<file path="src/rtl/mips_pkg.sv">
// mips_pkg: shared definitions for the MiniMIPS multi-cycle divider.
// Holds the divider state encoding, the iteration count, the quotient
// reported for a zero divisor, and a small absolute-value helper used
// when signed operands are captured.
package mips_pkg;

  typedef enum logic [1:0] {
    DIV_IDLE = 2'd0,
    DIV_CALC = 2'd1,
    DIV_FIX  = 2'd2,
    DIV_DONE = 2'd3
  } div_state_t;

  localparam int          DIV_ITER   = 32;
  localparam logic [31:0] DIV_ZERO_Q = 32'hFFFFFFFF;

  // Magnitude of a 32-bit operand. 0x80000000 maps onto itself, which is
  // the correct unsigned magnitude, so the overflow case needs no special path.
  function automatic logic [31:0] abs32(input logic [31:0] value, input logic is_sgn);
    return (is_sgn && value[31]) ? (~value + 32'd1) : value;
  endfunction

endpackage

</file>
<file path="src/rtl/adder_32bit.sv">
// adder_32bit: plain 32-bit ripple adder with carry in and carry out.
// The divider reuses it both as the trial subtractor (b inverted,
// carry_in=1) and as a two's-complement negator (a inverted, b=0, carry_in=1).
// Ports:
//   a, b       32-bit addends
//   carry_in   carry into bit 0
//   sum        32-bit result
//   carry_out  carry out of bit 31 (no-borrow flag when subtracting)
module adder_32bit (
  input  logic [31:0] a,
  input  logic [31:0] b,
  input  logic        carry_in,
  output logic [31:0] sum,
  output logic        carry_out
);

  logic [32:0] full;

  assign full      = {1'b0, a} + {1'b0, b} + {32'd0, carry_in};
  assign sum       = full[31:0];
  assign carry_out = full[32];

endmodule

</file>
<file path="src/rtl/mips_divider_32bit.sv">
// mips_divider_32bit: multi-cycle shift-and-subtract divider for DIV/DIVU.
// Quotient goes to lo, remainder to hi. Operands are captured on an
// accepted start, 32 restoring iterations run one per cycle, one FIX
// cycle applies the sign correction, then done pulses for one cycle.
// Optional build macro MIPS_DIV_ZERO_DETECT_EN adds div_by_zero and an
// early exit for a zero divisor.
// Ports:
//   clk, reset          clock and synchronous active-high reset
//   start, is_signed    request pulse (IDLE only) and DIV/DIVU select
//   dividend, divisor   operands, captured on accepted start
//   busy, done          in-progress flag and one-cycle completion pulse
//   lo, hi              quotient and remainder, held until the next FIX
//   div_by_zero         (macro only) zero-divisor flag
module mips_divider_32bit
  import mips_pkg::*;
#(
  parameter int WIDTH = 32,
  parameter int CNT_W = 6
) (
  input  logic             clk,
  input  logic             reset,
  input  logic             start,
  input  logic             is_signed,
  input  logic [WIDTH-1:0] dividend,
  input  logic [WIDTH-1:0] divisor,
  output logic             busy,
  output logic             done,
  output logic [WIDTH-1:0] lo,
  output logic [WIDTH-1:0] hi
`ifdef MIPS_DIV_ZERO_DETECT_EN
  ,
  output logic             div_by_zero
`endif
);

  div_state_t       state, next_state;
  logic [WIDTH-1:0] rem, quo, dvs;
  logic             q_neg, r_neg;
  logic [CNT_W-1:0] count;

  logic [WIDTH-1:0] add_a, add_b, add_sum;
  logic             add_cout;
  logic [WIDTH-1:0] neg_sum;
  logic             neg_carry_unused;

  logic [WIDTH-1:0] rem_shift;
  logic             no_borrow;

`ifdef MIPS_DIV_ZERO_DETECT_EN
  // Holds DONE for one extra busy cycle so the zero-divisor exit reports
  // done two cycles after the start edge.
  logic             dz_wait;
`endif

  // Trial subtract in CALC; negates the quotient in FIX.
  adder_32bit u_trial (
    .a         (add_a),
    .b         (add_b),
    .carry_in  (1'b1),
    .sum       (add_sum),
    .carry_out (add_cout)
  );

  // Dedicated negator for the remainder sign fix.
  adder_32bit u_neg (
    .a         (~rem),
    .b         ('0),
    .carry_in  (1'b1),
    .sum       (neg_sum),
    .carry_out (neg_carry_unused)
  );

  assign rem_shift = {rem[WIDTH-2:0], quo[WIDTH-1]};
  // The shifted remainder is really 33 bits; a set top bit guarantees it
  // exceeds the divisor, so there is no borrow regardless of carry_out.
  assign no_borrow = rem[WIDTH-1] | add_cout;

  always_comb begin
    next_state = state;
    busy       = 1'b0;
    done       = 1'b0;
    add_a      = rem_shift;
    add_b      = ~dvs;
    case (state)
      DIV_IDLE: begin
        if (start) begin
          next_state = DIV_CALC;
`ifdef MIPS_DIV_ZERO_DETECT_EN
          if (divisor == '0) next_state = DIV_DONE;
`endif
        end
      end
      DIV_CALC: begin
        busy = 1'b1;
        if (count == CNT_W'(DIV_ITER - 1)) next_state = DIV_FIX;
      end
      DIV_FIX: begin
        busy       = 1'b1;
        add_a      = ~quo;
        add_b      = '0;
        next_state = DIV_DONE;
      end
      DIV_DONE: begin
`ifdef MIPS_DIV_ZERO_DETECT_EN
        if (dz_wait) begin
          busy = 1'b1;
        end else begin
          done       = 1'b1;
          next_state = DIV_IDLE;
        end
`else
        done       = 1'b1;
        next_state = DIV_IDLE;
`endif
      end
      default: next_state = DIV_IDLE;
    endcase
  end

  always_ff @(posedge clk) begin
    if (reset) begin
      state <= DIV_IDLE;
      rem   <= '0;
      quo   <= '0;
      dvs   <= '0;
      q_neg <= 1'b0;
      r_neg <= 1'b0;
      count <= '0;
      lo    <= '0;
      hi    <= '0;
`ifdef MIPS_DIV_ZERO_DETECT_EN
      div_by_zero <= 1'b0;
      dz_wait     <= 1'b0;
`endif
    end else begin
      state <= next_state;
      case (state)
        DIV_IDLE: begin
          if (start) begin
            rem   <= '0;
            quo   <= abs32(dividend, is_signed);
            dvs   <= abs32(divisor, is_signed);
            q_neg <= is_signed & (dividend[WIDTH-1] ^ divisor[WIDTH-1]);
            r_neg <= is_signed & dividend[WIDTH-1];
            count <= '0;
`ifdef MIPS_DIV_ZERO_DETECT_EN
            div_by_zero <= 1'b0;
            dz_wait     <= 1'b0;
            if (divisor == '0) begin
              div_by_zero <= 1'b1;
              dz_wait     <= 1'b1;
              lo          <= DIV_ZERO_Q;
              hi          <= dividend;
            end
`endif
          end
        end
        DIV_CALC: begin
          count <= count + CNT_W'(1);
          quo   <= {quo[WIDTH-2:0], no_borrow};
          rem   <= no_borrow ? add_sum : rem_shift;
        end
        DIV_FIX: begin
          lo <= q_neg ? add_sum : quo;
          hi <= r_neg ? neg_sum : rem;
        end
        DIV_DONE: begin
`ifdef MIPS_DIV_ZERO_DETECT_EN
          dz_wait <= 1'b0;
`endif
        end
        default: ;
      endcase
    end
  end

endmodule

</file>
<file path="config.mk">
export PLATFORM = sky130hd
export DESIGN_NAME = mips_divider_32bit
export DESIGN_NICKNAME = d
export VERILOG_FILES = /design/src/rtl/mips_pkg.sv /design/src/rtl/adder_32bit.sv /design/src/rtl/mips_divider_32bit.sv
export SDC_FILE = /design/constraint.sdc
export NUM_CORES = 1
export LEC_CHECK = 0
export ABC_AREA = 1
export CORE_MARGIN = 5
export CORE_UTILIZATION = 53
export DETAILED_ROUTE_END_ITERATION = 7
export PLACE_DENSITY = 0.78
export SLEW_MARGIN = 20
export SYNTH_ARGS = -nofsm -noshare
export SYNTH_HDL_FRONTEND = slang
export SYNTH_SLANG_ARGS = --single-unit
</file>
<file path="constraint.sdc">
create_clock -name clk -period 2.99 [get_ports clk]
set_input_delay 0.4485 -clock clk [delete_from_list [all_inputs] [get_ports clk]]
set_output_delay 0.4485 -clock clk [all_outputs]
set_load 0.005 [all_outputs]
</file>
==> flow_summary.toml <==
[sta]
hold_viol = 0
report.final.setup_viol = 0
setup_ws_ns = 0.0537
max_freq_mhz = 341
slew_headroom_pct = 42.5
setup-tns-final_ns = 0
period_share_pct = 98.2
fin_hold_ws_ns = 0.353
fin_skew_ns = 0.0106
drv_slew = 0
rsz0062_at_grt = "yes"
period_needed_ns = 2.94
worstMarginPinSlew_ns = 0.863

[grt]
grt_usage_pct = 35.2
grt_pass1_vias = 13993
busiest_layer = "met2"
grt_max_degree = 103
grt_pass1_wl_um = 77800
grt_use_met3_pct = 5.67
grt_use_met1_pct = 48.0
grt-ovfl-total = 0
antenna_found_initial = 1
met2_usage_pct = 56.5

[yosys]
yosys.area.top_type_share_pct = 26.3
ys_seq_elements = 170
syn-mean-instance-area_um2 = 5.89
yosysUniqueCellTypes = 49
syn-num-nets = 2304
synth.largest_area_cell = "dfxtp_1"
synth.area.top_cells = "dfxtp_1 (26%), nand2_1 (19%), inv_1 (8.9%), a21oi_1 (7.5%), nor2_1 (6.4%)"
ys_seq_area_share_pct = 26.3
synth_warnings = 0
syn-instance-count = 2195
syn_area_mm2 = 0.0129

[drt]
via_per_inst = 5.62
num_vias = 15644
drt_wl_total_um = 51500
first_pass_iters = 6
wire_per_inst_um = 18.5
drc = 0
first_iter_violations = 1874
antenna_left = 0

[worst_setup_path]
worstPathArrival_ns = 3.22
path_class = "register to register"
cpMaxStageDelayCell = "dfxtp_2"
crit_chain = "inv_2 -> ha_4 -> clkinv_8 -> buf_12 -> nand2_1 -> o21ai_1 -> ha_1 -> buf_4 -> nand2_2 -> inv_1 -> nand2_1 -> nand2_1 -> buf_4 -> inv_1 -> nand2_1 -> nand2_1 -> nand4_1 -> nand2_2 -> nand2_1 -> nand2_1 -> a21oi_1"
start_kind = "register"
critPathMaxStageDelay_ns = 0.33
required_ns = 3.28
cpLargestDelayFamily = "simple AND/OR/NAND/NOR gates"
cp_num_buf_inv = 7
cp_common_cell = "nand2_1"
crit_path_max_fanout = 8
cp-end-kind = "register"

[cts]
cts_tree = "built"
cts_sinks = 170
clkLatencyLatePin_ns = 0.44
hold_buffers = 0
h-tree-depth = 4
numCtsBuffers = 17
clk_path_buf_depth = 2
clkTransAtPathRegs_ns = 0.07
cts-root-buf = "clkbuf_16"

[final_layout]
fillers = 2129
fin_area_mm2 = 0.0172
area_growth_pct = 33.1
regArea_mm2 = 0.00341
fin_nets = 2554
mostFrequentLayoutCells = "nand2_1 (571), inv_1 (300), nor2_1 (194)"
drive_above_1_share_pct = 16.9
multiInputGateArea_mm2 = 0.00846
final_common_cell = "nand2_1"

[outcome]
status = "completed"

[placed_design]
io_buffer_count = 133
place_area_mm2 = 0.0155
preCtsSetupSlack_ns = -0.291
gp_congestion = 1.06
dp_hpwl_um = 40100

[floorplan]
ios = 134
die_h_um = 166
fp.dieArea_mm2 = 0.0276
rows = 57
initial_utilization_pct = 53.5
die-width_um = 166
core-area_mm2 = 0.0242

[flow_run]
drv_cap = 0

[min_path]
hp-class = "primary input to register"
[sequential cells by signal, summed over array words and instances, names as in the netlist]
register and flops:
lo 32, dvs 32, q_neg 1, r_neg 1, count 6, rem 32
state 2, hi 32, quo 32
[layout make-up]
cell class                      instances  area share, %
Clock inverter                         13          0.996
Timing Repair Buffer                  326           18.1
Antenna cell                            1         0.0145
Inverter                              318           7.02
Clock buffer                           19           2.57
Tap cell                              324           2.36
Multi-Input combinational cell       1612           49.2
Sequential cell                       170           19.8
[through the flow]
step           utilization [%]  instances
2_1_floorplan                -       2195
3_3_place_gp              64.3       2715
3_5_place_dp              64.3       2715
4_1_cts                   67.7       2751
5_1_grt                   71.2       2782
6_report                  71.2       2783
[worst register-to-register path: cells and delay by family (launching register included)]
| kind | cells | cell delay [ns] |
|---|---|---|
| adder cells (fa/ha/maj) | 2 | 0.50 |
| flip-flops | 1 | 0.33 |
| AND/OR/NAND/NOR | 10 | 1.04 |
| AO/OA/AOI/OAI | 2 | 0.14 |
| buffers and inverters | 7 | 0.80 |
[logic make-up (layout without fill, tap and decap cells)]
family	Yosys count	after routing	synth area share, %
flops	170	170	26.3
other cells	0	1	0
xor+xnor	55	55	3.73
compound gates	396	396	17.0
fa+ha+maj	41	41	4.03
simple gates	1120	1120	36.4
buf+inv	413	676	12.5
[worst paths after layout]
path         startpoint      to  slack (ns)  cells past startpoint
max reg2reg    state[0]  lo[20]        0.05                     21
min reg2reg       lo[6]   lo[6]        0.46                      2
max            state[0]  lo[20]        0.05                     21
min               reset  hi[30]        0.35                      4
[metal layers]
| layer | up-vias | part of all wire, % |
|---|---|---|
| met5 | - | 0.025 |
| met4 | 2 | 4.2 |
| met3 | 120 | 9.7 |
| met2 | 787 | 45 |
| met1 | 7193 | 41 |
| li1 | 7542 | - |
[cell usage after synthesis (all sizes together)]
library cell,count
nand2,653
inv,316
nor2,224
a21oi,200
dfxtp,170
nand3,168
o21ai,128
clkbuf,70
o211ai,43
ha,40
xor2,40
nand4,28
nor3,26
buf,25
xnor2,15
o221ai,9
and2,6
nand3b,6
or2,6
a31oi,4
a211oi,3
a21o,2
a221oi,2
clkinv,2
nor3b,2
o31ai,2
a2111oi,1
and3,1
fa,1
o2111ai,1
o21bai,1
[what timing repair did]
action | CTS | global route
pin swaps | 6 | 60
resized for setup | 38 | 167
buffers inserted | 2 | 25
endpoints found under the hold margin | 0 | 0
gates cloned | 2 | 6
setup endpoints to repair | 46 | 58
Power is not shown: default switching activity piles up to over one toggle a cycle in this logic, so the estimate is an artifact.
